$ cat src/rtl/multicycle_controller_pkg.sv
// multicycle_controller_pkg: shared types, encodings and decode helpers for the multi-cycle controller
package multicycle_controller_pkg;
  localparam int OPC_W = 4;
  localparam int ALU_W = 3;
  typedef enum logic [OPC_W-1:0] {
    PUT, STORE, LB, SB, ADD, SUB, AND, XOR, SFL, SFR, CMP, GTR, BTR, JMP, HALT = '1
  } Instr_O;
  typedef enum logic [ALU_W-1:0] {
    ALU_ADD, ALU_SUB, ALU_AND, ALU_XOR, ALU_SFL, ALU_SFR, ALU_EQU, ALU_GTR
  } Alu_Op;
  typedef enum logic [2:0] {
    S_IDLE, S_FETCH, S_DECODE, S_EXEC, S_MEM, S_WB, S_HALTED
  } Ctrl_State;
  localparam logic [1:0] ACC_IMM = 2'b00;
  localparam logic [1:0] ACC_REG = 2'b01;
  localparam logic [1:0] ACC_MEM = 2'b10;
  localparam logic [1:0] ACC_ALU = 2'b11;
  typedef struct packed {
    Alu_Op      aluop;
    logic [1:0] accdata;
    logic       regwrite;
    logic       accwrite;
    logic       memwrite;
    logic       br;
    logic       jmp;
    logic       is_mem;
    logic       is_halt;
    logic       illegal;
  } Ctrl_Word;
  function automatic Alu_Op alu_of(input Instr_O op);
    case (op)
      SUB:     return ALU_SUB;
      AND:     return ALU_AND;
      XOR:     return ALU_XOR;
      SFL:     return ALU_SFL;
      SFR:     return ALU_SFR;
      CMP:     return ALU_EQU;
      GTR:     return ALU_GTR;
      default: return ALU_ADD;
    endcase
  endfunction
endpackage

$ cat src/rtl/multicycle_controller_if.sv
// multicycle_controller_if: instruction fetch handshake, datapath strobes and status of the controller
interface multicycle_controller_if #(
  parameter int OP_W    = 4,
  parameter int ALUOP_W = 3,
  parameter int CNT_W   = 16
);
  logic               start;
  logic               instr_valid;
  logic               instr_ready;
  logic               TYP;
  logic [OP_W-1:0]    OP;
  logic               pc_en;
  logic               br_ctrl;
  logic               jmp_ctrl;
  logic               regwrite_ctrl;
  logic               accwrite_ctrl;
  logic               memwrite_ctrl;
  logic               memread_ctrl;
  logic [ALUOP_W-1:0] aluop_ctrl;
  logic [1:0]         accdata_ctrl;
  logic               busy;
  logic               done;
  logic               illegal;
  logic [CNT_W-1:0]   retired;
  modport master (
    output start, instr_valid, TYP, OP,
    input  instr_ready, pc_en, br_ctrl, jmp_ctrl, regwrite_ctrl, accwrite_ctrl,
           memwrite_ctrl, memread_ctrl, aluop_ctrl, accdata_ctrl, busy, done, illegal, retired
  );
  modport slave (
    input  start, instr_valid, TYP, OP,
    output instr_ready, pc_en, br_ctrl, jmp_ctrl, regwrite_ctrl, accwrite_ctrl,
           memwrite_ctrl, memread_ctrl, aluop_ctrl, accdata_ctrl, busy, done, illegal, retired
  );
endinterface

$ cat src/rtl/multicycle_controller_instr_decoder.sv
// multicycle_controller_instr_decoder: combinational map from the latched instruction to a control word
module multicycle_controller_instr_decoder
  import multicycle_controller_pkg::*;
(
  input  logic     typ_i,
  input  Instr_O   op_i,
  output Ctrl_Word cw_o
);
  always_comb begin
    cw_o = '0;
    cw_o.accwrite = typ_i;
    if (!typ_i)
      case (op_i)
        PUT:   begin cw_o.accwrite = 1'b1; cw_o.accdata = ACC_REG; end
        STORE: cw_o.regwrite = 1'b1;
        LB:    begin cw_o.accwrite = 1'b1; cw_o.accdata = ACC_MEM; cw_o.is_mem = 1'b1; end
        SB:    begin cw_o.memwrite = 1'b1; cw_o.is_mem = 1'b1; end
        ADD, SUB, AND, XOR, SFL, SFR, CMP, GTR: begin
          cw_o.accwrite = 1'b1;
          cw_o.accdata = ACC_ALU;
          cw_o.aluop = alu_of(op_i);
        end
        BTR:   cw_o.br = 1'b1;
        JMP:   cw_o.jmp = 1'b1;
        HALT:  cw_o.is_halt = 1'b1;
        default: cw_o.illegal = 1'b1;
      endcase
  end
endmodule

$ cat src/rtl/multicycle_controller.sv
// multicycle_controller: FETCH/DECODE/EXEC/MEM/WB sequencer for the accumulator datapath.
// Every output is a flop loaded from the next state, so strobes line up with the state they belong to.
module multicycle_controller
  import multicycle_controller_pkg::*;
#(
  parameter int OP_W    = OPC_W,
  parameter int ALUOP_W = ALU_W,
  parameter int MEM_LAT = 2,
  parameter int CNT_W   = 16
) (
  input logic CLK,
  input logic reset,
  multicycle_controller_if.slave bus
);
  localparam int LW = MEM_LAT > 1 ? $clog2(MEM_LAT) : 1;
  Ctrl_State state_q, state_d;
  logic [LW-1:0] cnt_q, cnt_d;
  logic typ_q;
  logic [OP_W-1:0] op_q;
  Ctrl_Word cw;
  logic xw, wb;
  logic ready_q, pc_q, br_q, jmp_q, rw_q, aw_q, mw_q, mr_q, busy_q, done_q, ill_q;
  logic [ALUOP_W-1:0] alu_q;
  logic [1:0] acc_q;
  logic [CNT_W-1:0] ret_q;
  multicycle_controller_instr_decoder u_dec (.typ_i(typ_q), .op_i(Instr_O'(op_q)), .cw_o(cw));
  always_comb begin
    state_d = state_q;
    cnt_d = cnt_q;
    case (state_q)
      S_IDLE, S_HALTED: state_d = bus.start ? S_FETCH : state_q;
      S_FETCH:  state_d = bus.instr_valid ? S_DECODE : S_FETCH;
      S_DECODE: state_d = cw.is_halt ? S_HALTED : S_EXEC;
      S_EXEC: begin
        state_d = cw.is_mem ? S_MEM : S_WB;
        cnt_d = cw.is_mem ? LW'(MEM_LAT - 1) : cnt_q;
      end
      S_MEM: begin
        state_d = cnt_q == '0 ? S_WB : S_MEM;
        cnt_d = cnt_q == '0 ? cnt_q : cnt_q - LW'(1);
      end
      default: state_d = S_FETCH;
    endcase
  end
  assign xw = state_d inside {S_EXEC, S_MEM, S_WB};
  assign wb = state_d == S_WB;
  always_ff @(posedge CLK or posedge reset)
    if (reset) begin
      state_q <= S_IDLE;
      cnt_q   <= '0;
      typ_q   <= 1'b0;
      op_q    <= '0;
      ready_q <= 1'b0;
      pc_q    <= 1'b0;
      br_q    <= 1'b0;
      jmp_q   <= 1'b0;
      rw_q    <= 1'b0;
      aw_q    <= 1'b0;
      mw_q    <= 1'b0;
      mr_q    <= 1'b0;
      busy_q  <= 1'b0;
      done_q  <= 1'b0;
      ill_q   <= 1'b0;
      alu_q   <= ALUOP_W'(ALU_ADD);
      acc_q   <= ACC_IMM;
      ret_q   <= '0;
    end else begin
      state_q <= state_d;
      cnt_q   <= cnt_d;
      if (state_q == S_FETCH && bus.instr_valid) begin
        typ_q <= bus.TYP;
        op_q  <= bus.OP;
      end
      ready_q <= state_d == S_FETCH;
      pc_q    <= wb;
      br_q    <= wb && cw.br;
      jmp_q   <= wb && cw.jmp;
      rw_q    <= wb && cw.regwrite;
      aw_q    <= wb && cw.accwrite;
      // a store lands only in the last cycle of the memory wait
      mw_q    <= state_d == S_MEM && cnt_d == '0 && cw.memwrite;
      mr_q    <= state_d == S_MEM && cw.is_mem && !cw.memwrite;
      busy_q  <= state_d inside {S_FETCH, S_DECODE, S_EXEC, S_MEM, S_WB};
      done_q  <= state_d == S_HALTED;
      ill_q   <= ill_q || (state_q == S_DECODE && cw.illegal);
      alu_q   <= xw ? ALUOP_W'(cw.aluop) : ALUOP_W'(ALU_ADD);
      acc_q   <= xw ? cw.accdata : ACC_IMM;
      ret_q   <= ret_q + CNT_W'(state_q == S_WB && !(&ret_q));
    end
  assign bus.instr_ready   = ready_q;
  assign bus.pc_en         = pc_q;
  assign bus.br_ctrl       = br_q;
  assign bus.jmp_ctrl      = jmp_q;
  assign bus.regwrite_ctrl = rw_q;
  assign bus.accwrite_ctrl = aw_q;
  assign bus.memwrite_ctrl = mw_q;
  assign bus.memread_ctrl  = mr_q;
  assign bus.aluop_ctrl    = alu_q;
  assign bus.accdata_ctrl  = acc_q;
  assign bus.busy          = busy_q;
  assign bus.done          = done_q;
  assign bus.illegal       = ill_q;
  assign bus.retired       = ret_q;
endmodule

$ cat src/flat_wrapper.sv
// flat-port wrapper written by rule: the top's interface ports become plain ports
module multicycle_controller_flat import multicycle_controller_pkg::*;
#(
  parameter int OP_W    = OPC_W,
  parameter int ALUOP_W = ALU_W,
  parameter int MEM_LAT = 2,
  parameter int CNT_W   = 16
)
  (CLK, reset, bus_start, bus_instr_valid, bus_TYP, bus_OP, bus_instr_ready, bus_pc_en, bus_br_ctrl, bus_jmp_ctrl, bus_regwrite_ctrl, bus_accwrite_ctrl, bus_memwrite_ctrl, bus_memread_ctrl, bus_aluop_ctrl, bus_accdata_ctrl, bus_busy, bus_done, bus_illegal, bus_retired);
  multicycle_controller_if #(.OP_W(OP_W), .ALUOP_W(ALUOP_W), .CNT_W(CNT_W)) bus_i ();
  input logic CLK;
  input logic reset;
  input wire logic [$bits(bus_i.start)-1:0] bus_start;
  input wire logic [$bits(bus_i.instr_valid)-1:0] bus_instr_valid;
  input wire logic [$bits(bus_i.TYP)-1:0] bus_TYP;
  input wire logic [$bits(bus_i.OP)-1:0] bus_OP;
  output wire logic [$bits(bus_i.instr_ready)-1:0] bus_instr_ready;
  output wire logic [$bits(bus_i.pc_en)-1:0] bus_pc_en;
  output wire logic [$bits(bus_i.br_ctrl)-1:0] bus_br_ctrl;
  output wire logic [$bits(bus_i.jmp_ctrl)-1:0] bus_jmp_ctrl;
  output wire logic [$bits(bus_i.regwrite_ctrl)-1:0] bus_regwrite_ctrl;
  output wire logic [$bits(bus_i.accwrite_ctrl)-1:0] bus_accwrite_ctrl;
  output wire logic [$bits(bus_i.memwrite_ctrl)-1:0] bus_memwrite_ctrl;
  output wire logic [$bits(bus_i.memread_ctrl)-1:0] bus_memread_ctrl;
  output wire logic [$bits(bus_i.aluop_ctrl)-1:0] bus_aluop_ctrl;
  output wire logic [$bits(bus_i.accdata_ctrl)-1:0] bus_accdata_ctrl;
  output wire logic [$bits(bus_i.busy)-1:0] bus_busy;
  output wire logic [$bits(bus_i.done)-1:0] bus_done;
  output wire logic [$bits(bus_i.illegal)-1:0] bus_illegal;
  output wire logic [$bits(bus_i.retired)-1:0] bus_retired;
  assign bus_i.start = bus_start;
  assign bus_i.instr_valid = bus_instr_valid;
  assign bus_i.TYP = bus_TYP;
  assign bus_i.OP = bus_OP;
  assign bus_instr_ready = bus_i.instr_ready;
  assign bus_pc_en = bus_i.pc_en;
  assign bus_br_ctrl = bus_i.br_ctrl;
  assign bus_jmp_ctrl = bus_i.jmp_ctrl;
  assign bus_regwrite_ctrl = bus_i.regwrite_ctrl;
  assign bus_accwrite_ctrl = bus_i.accwrite_ctrl;
  assign bus_memwrite_ctrl = bus_i.memwrite_ctrl;
  assign bus_memread_ctrl = bus_i.memread_ctrl;
  assign bus_aluop_ctrl = bus_i.aluop_ctrl;
  assign bus_accdata_ctrl = bus_i.accdata_ctrl;
  assign bus_busy = bus_i.busy;
  assign bus_done = bus_i.done;
  assign bus_illegal = bus_i.illegal;
  assign bus_retired = bus_i.retired;
  multicycle_controller #(.OP_W(OP_W), .ALUOP_W(ALUOP_W), .MEM_LAT(MEM_LAT), .CNT_W(CNT_W)) u_core (.CLK(CLK), .reset(reset), .bus(bus_i));
endmodule
$ cat config.mk
export PLATFORM = sky130hd
export DESIGN_NAME = multicycle_controller_flat
export DESIGN_NICKNAME = d
export VERILOG_FILES = /design/src/rtl/multicycle_controller_pkg.sv /design/src/rtl/multicycle_controller_if.sv /design/src/rtl/multicycle_controller_instr_decoder.sv /design/src/rtl/multicycle_controller.sv /design/src/flat_wrapper.sv
export SDC_FILE = /design/constraint.sdc
export NUM_CORES = 1
export LEC_CHECK = 0
export ABC_AREA = 1
export BUFFER_PORTS_ARGS = -buffer_cell sky130_fd_sc_hd__buf_2
export CAP_MARGIN = 20
export CORE_MARGIN = 4
export CORE_UTILIZATION = 45
export CTS_CLUSTER_SIZE = 30
export DETAILED_ROUTE_END_ITERATION = 16
export GPL_ROUTABILITY_DRIVEN = 0
export GPL_TIMING_DRIVEN = 0
export PLACE_DENSITY = 0.75
export SYNTH_ARGS = -nofsm -noshare
export SYNTH_HDL_FRONTEND = slang
export SYNTH_SLANG_ARGS = --single-unit
$ cat constraint.sdc
create_clock -name CLK -period 4.3 [get_ports CLK]
set_input_delay 0.215 -clock CLK [delete_from_list [all_inputs] [get_ports CLK]]
set_output_delay 0.215 -clock CLK [all_outputs]
set_load 0.02 [all_outputs]
==> Yosys cells after proc, flatten, opt, wreduce, memory -nomap -nowiden <==
Cells that the tools add are included.
{ "totals": {"elab_cells": 94, "ff_bits": 41, "in_bits": 9, "output_inout_bits": 32} }
{ "op_classes": {"n_bitwise": 1, "reduce_logical": 24, "n_addsub": 2, "mux": 23, "eq_ne": 26} }
{ "op_table": {"columns": ["operator", "n"], "rows": [
  ["$eq 4x4->1 const B", 7],
  ["$pmux 3 s7", 1],
  ["$eq 3x3->1 const B", 6],
  ["$add 16x1->16", 1],
  ["$eq 4x3->1 const B", 4],
  ["$reduce_and 16->1", 1],
  ["$pmux 3 s5", 1],
  ["$reduce_or 15->1", 1],
  ["$mux 13", 1],
  ["$eq 3x2->1 const B", 4],
  ["$mux 1", 12],
  ["$mux 3", 4],
  ["$logic_and 1x1->1", 11],
  ["$reduce_or 10->1", 1],
  ["$eq 4x2->1 const B", 2],
  ["$reduce_or 8->1", 1],
  ["$eq 3x1->1 const B", 2],
  ["$pmux 2 s3", 1],
  ["$reduce_bool 5->1", 1],
  ["$eq 4x1->1 const B", 1],
  ["$logic_not 4->1", 1],
  ["$mux 2", 2],
  ["$reduce_or 2->1", 2],
  ["$logic_not 3->1", 1],
  ["6 further kinds", 7]
]} }

==> Depth between registers and ports, before layout <==
{ "depth": {"depth_word": 9, "mapped_depth": 13, "depth_no_buf": 13} }

==> Hierarchy <==
Synthesis repeated with hierarchy kept, for this count alone.
{ "unflattened": {"hier_cells": 226, "area_unflattened_um2": 2021.9} }
{ "modules_own_cells": {"columns": ["module", "n_inst", "seq_area_each_um2", "area_each_um2", "cells_per_inst"], "rows": [
  ["multicycle_controller", 1, 1026.0, 1878.1, 192],
  ["multicycle_controller_instr_decoder", 1, 0.0, 143.9, 34]
]} }

==> Worst setup path after synthesis <==
OpenSTA, ideal clock, no wires.
{ "synth_timing": {"kind": "reg2reg", "start": "register u_core.ret_q[6], in the netlist u_core.bus.retired[6]", "end": "register u_core.ret_q[10], in the netlist u_core.bus.retired[10]", "n_path_buf": 0, "arrival_time_ns": 1.899, "t_required_ns": 4.168, "path_stages_with_launch": 13, "path_slack_ns": 2.269, "setup_ns": 0.132, "synth_period_minus_slack_ns": 2.031, "cell_sequence": "dfrtp_1 nand2_1 nor2_1 nand2_1 nor3_1 nor3_1 ha_1 ha_1 inv_1 nor2_1 nand2_1 nor2_1 xor2_1"} }
{ "synth_between": {"elab_chain_len": 4} }
{ "synth_rtl": {"columns": ["element", "line_no", "source"], "rows": [
  ["start: declaration", "multicycle_controller.sv:25", "logic [CNT_W-1:0] ret_q;"],
  ["start signal: assignment", "multicycle_controller.sv:88", "ret_q <= ret_q + CNT_W'(state_q == S_WB && !(&ret_q));"],
  ["$reduce_and 16->1", "multicycle_controller.sv:88", null],
  ["$logic_not 1->1", "multicycle_controller.sv:88", null],
  ["$logic_and 1x1->1", "multicycle_controller.sv:88", null],
  ["$add 16x1->16 (*)", "multicycle_controller.sv:88", null]
]} }
Mark *: on every way between the ends. The rest lies on a longest branch, timed or not.
A chain may end at the register's enable or synchronous reset.

==> Worst setup path in the final report <==
{ "layout_timing": {"start": "register u_core.ret_q[7], in the netlist u_core.bus.retired[7]", "end": "register u_core.ret_q[14], in the netlist u_core.bus.retired[14]"} }
The elaborated chain is that of the path after synthesis.

==> metrics.yaml <==
cts:
  htreeDepth: 2
  clock_path_buffers: 2
  tritoncts: "yes"
  cts_made_buffers: 5
  clock-sinks: 41
  clkSlewWorstSetupHoldPaths_ns: 0.07
  cts_resized: 0
  clock_latency_ns: 0.28
  clk_root_buffer_cell: "clkbuf_8"
  cts_hold_buf: 0
  cts_setup_buffers: 0
yosys:
  synthDistinctLibCells: 20
  synth_area_sq_um: 1820
  syn_inst: 206
  async_reset_ff_frac: 1.00
  ys_seq_area_frac: 0.564
  avgSynthCellArea_sq_um: 8.83
  synth_ff_type: "dfrtp_1"
  yosysWarnings: 0
  synth_seq_cells: 41
  synth_edf_count: 0
  synth_nets: 217
placement:
  pre_cts_slack_ns: 2.11
  port_buffers: 40
  post-dp-hpwl_um: 2660
worst_setup_path:
  path_buf_inv: 2
  critPathKind: "reg2reg"
  path_cells: "nand2_1, nor2_1, nand2_1, nor3_1, nor3_1, ha_1, ha_1, inv_1, nor2_1, nand2_1, inv_1, nand4_1, xnor2_1"
  cp_slowest_stage_delay_ns: 0.40
  cp-start-kind: "register"
  cp_slowest_cell: "dfrtp_1"
  critPathMaxFanout: 5
  reg2reg_setup_slack_ns: 2.10
  r2r-start: "u_core.bus.retired[7]"
  endpoint_kind: "register"
  path_common_cell: "nand2_1"
  rr_endpoint: "u_core.bus.retired[14]"
  required_ns: 4.50
  worstPathArrival_ns: 2.40
  reg2regPathDepth: 13
  cp_top_family: "simple AND/OR/NAND/NOR gates"
floorplan:
  die_height_um: 71.6
  rows: 22
  die-area_sq_um: 5120
  start_util: 0.482
  die_x_um: 71.6
  coreArea_sq_um: 3770
  io_pins: 41
power_and_ir_drop:
  p_int_uw: 737
  p_sw_frac: 0.391
  switchingPower_uw: 474
  pwr-share-comb: 0.356
  pwr-share-clk: 0.201
  p_seq_frac: 0.443
  p_per_area_nw_per_um2: 559
  p_leak_uw: 0.00122
  peakVddDrop_mv: 0.273
routing:
  firstDrtPassIters: 6
  ant_nets: 0
  routedWlPerCell_um: 11.6
  vias: 1456
  routed_wl_um: 3490
  drt-initial-drc-count: 52
  drc: 0
  vias_per_cell: 4.84
final_layout:
  nets: 264
  fill_cells: 344
  syn2layout_area_growth_pct: 19.1
  num_antenna_cells: 0
  drive_gt1_frac: 0.237
  layout_commonest_cell: "nand2_1"
  final_cell_mix: "nand2_1 (42), buf_2 (41), dfrtp_1 (41)"
flow_run:
  drv_cap: 0
sta:
  slew_headroom: 0.461
  final.setup.tns_ns: 0
  worst_pin_slew_ns: 0.807
  final.setup.worst_slack_ns: 2.10
  setup_violations: 0
  maxSlewViolCount: 0
  period_share: 0.512
  fmax_mhz: 454
  finClkSkew_ns: 0.00621
  fin_crit_ns: 2.20
  final_hold_viol_count: 0
  rsz0062_at_grt: "false"
worst_hold_path:
  hp-class: "in2async"
global_route:
  grt_pass1_vias: 1340
  grt_first_pass_wirelength_um: 5860
  grt_remaining_overflow: 0
  grt_usage: 0.146
  grt_max_degree: 42
  antenna_found_initial: 0
run_status:
  status: "completed"
-- synthesized netlist by cell type (2+ instances only) --
master   number  share of area
nand3_1      12          0.033
a21oi_1      10          0.028
xor2_1        8          0.039
nand4_1       4          0.014
nor2_2        3          0.010
dfrtp_1      41           0.56
xnor2_1       5          0.024
ha_1          2          0.014
nand2_1      42          0.087
inv_1        26          0.054
nor3_2        2          0.011
inv_2         4         0.0083
nor2_1       32          0.066
nor3_1        9          0.025
-- registers in the layout, indices dropped and copies added, names as in the netlist, 2 cells and up --
name                     flops
u_core.bus.retired          16
u_core.bus.accdata_ctrl      2
u_core.op_q                  4
u_core.bus.aluop_ctrl        3
u_core.state_q               3
-- power by group through the flow --
stage | combinational [uW] | clock (uW) | sequential [uW]
2_1_floorplan | 263 | 0 | 594
5_1_grt | 488 | 269 | 550
6_report | 431 | 243 | 536
4_1_cts | 436 | 250 | 536
3_5_place_dp | 433 | 0 | 542
3_3_place_gp | 420 | 0 | 541
-- worst max path at each step --
stage | startpoint | to | slack [ns] | cells after the start
3_5_place_dp | u_core.bus.retired[7] | u_core.bus.retired[14] | 2.11 | 13
2_1_floorplan | u_core.bus.retired[6] | u_core.bus.retired[10] | 2.27 | 12
5_1_grt | u_core.bus.retired[7] | u_core.bus.retired[14] | 1.85 | 13
4_1_cts | u_core.bus.retired[7] | u_core.bus.retired[14] | 2.07 | 13
6_report | u_core.bus.retired[7] | u_core.bus.retired[14] | 2.10 | 13
3_3_place_gp | u_core.bus.retired[6] | u_core.bus.retired[10] | 2.19 | 12
-- cell families (layout without fill, tap and decap cells) --
logic type | count (synthesis) | after routing | synth area share
fa+ha+maj | 2 | 2 | 0.0138
xor+xnor | 13 | 13 | 0.0626
buf+inv | 32 | 79 | 0.0708
flops | 41 | 41 | 0.564
compound gates | 12 | 12 | 0.0365
simple gates | 106 | 106 | 0.252
-- stage by stage --
step	util	hold WS, ns	area, sq um	total power, uW	instances
floorplan	-	0.374	1820	857	206
global placement	0.551	0.462	2080	961	294
detailed placement	0.551	0.424	2080	975	294
CTS	0.574	0.113	2170	1220	301
global route	0.574	0.161	2170	1310	301
finish	0.574	0.0872	2170	1210	301
-- layout make-up --
| cell class | count | area, sq um | area share |
|---|---|---|---|
| Multi-Input combinational cell | 133 | 664 | 0.307 |
| Tap cell | 48 | 60.1 | 0.0277 |
| Timing Repair Buffer | 40 | 200 | 0.0924 |
| Inverter | 30 | 113 | 0.0520 |
| Buffer | 2 | 16.3 | 0.00751 |
| Clock buffer | 7 | 86.3 | 0.0399 |
| Sequential cell | 41 | 1030 | 0.474 |
-- routing by layer --
| metal | GRT usage | up-vias | wire (um) |
|---|---|---|---|
| li1 | - | 738 | - |
| met1 | 0.183 | 677 | 1560 |
| met2 | 0.236 | 35 | 1650 |
| met3 | 0.0393 | 6 | 216 |
| met4 | 0.0626 | 0 | 62 |
| met5 | 0 | - | 0 |
Power figures use the tool's default switching activity.
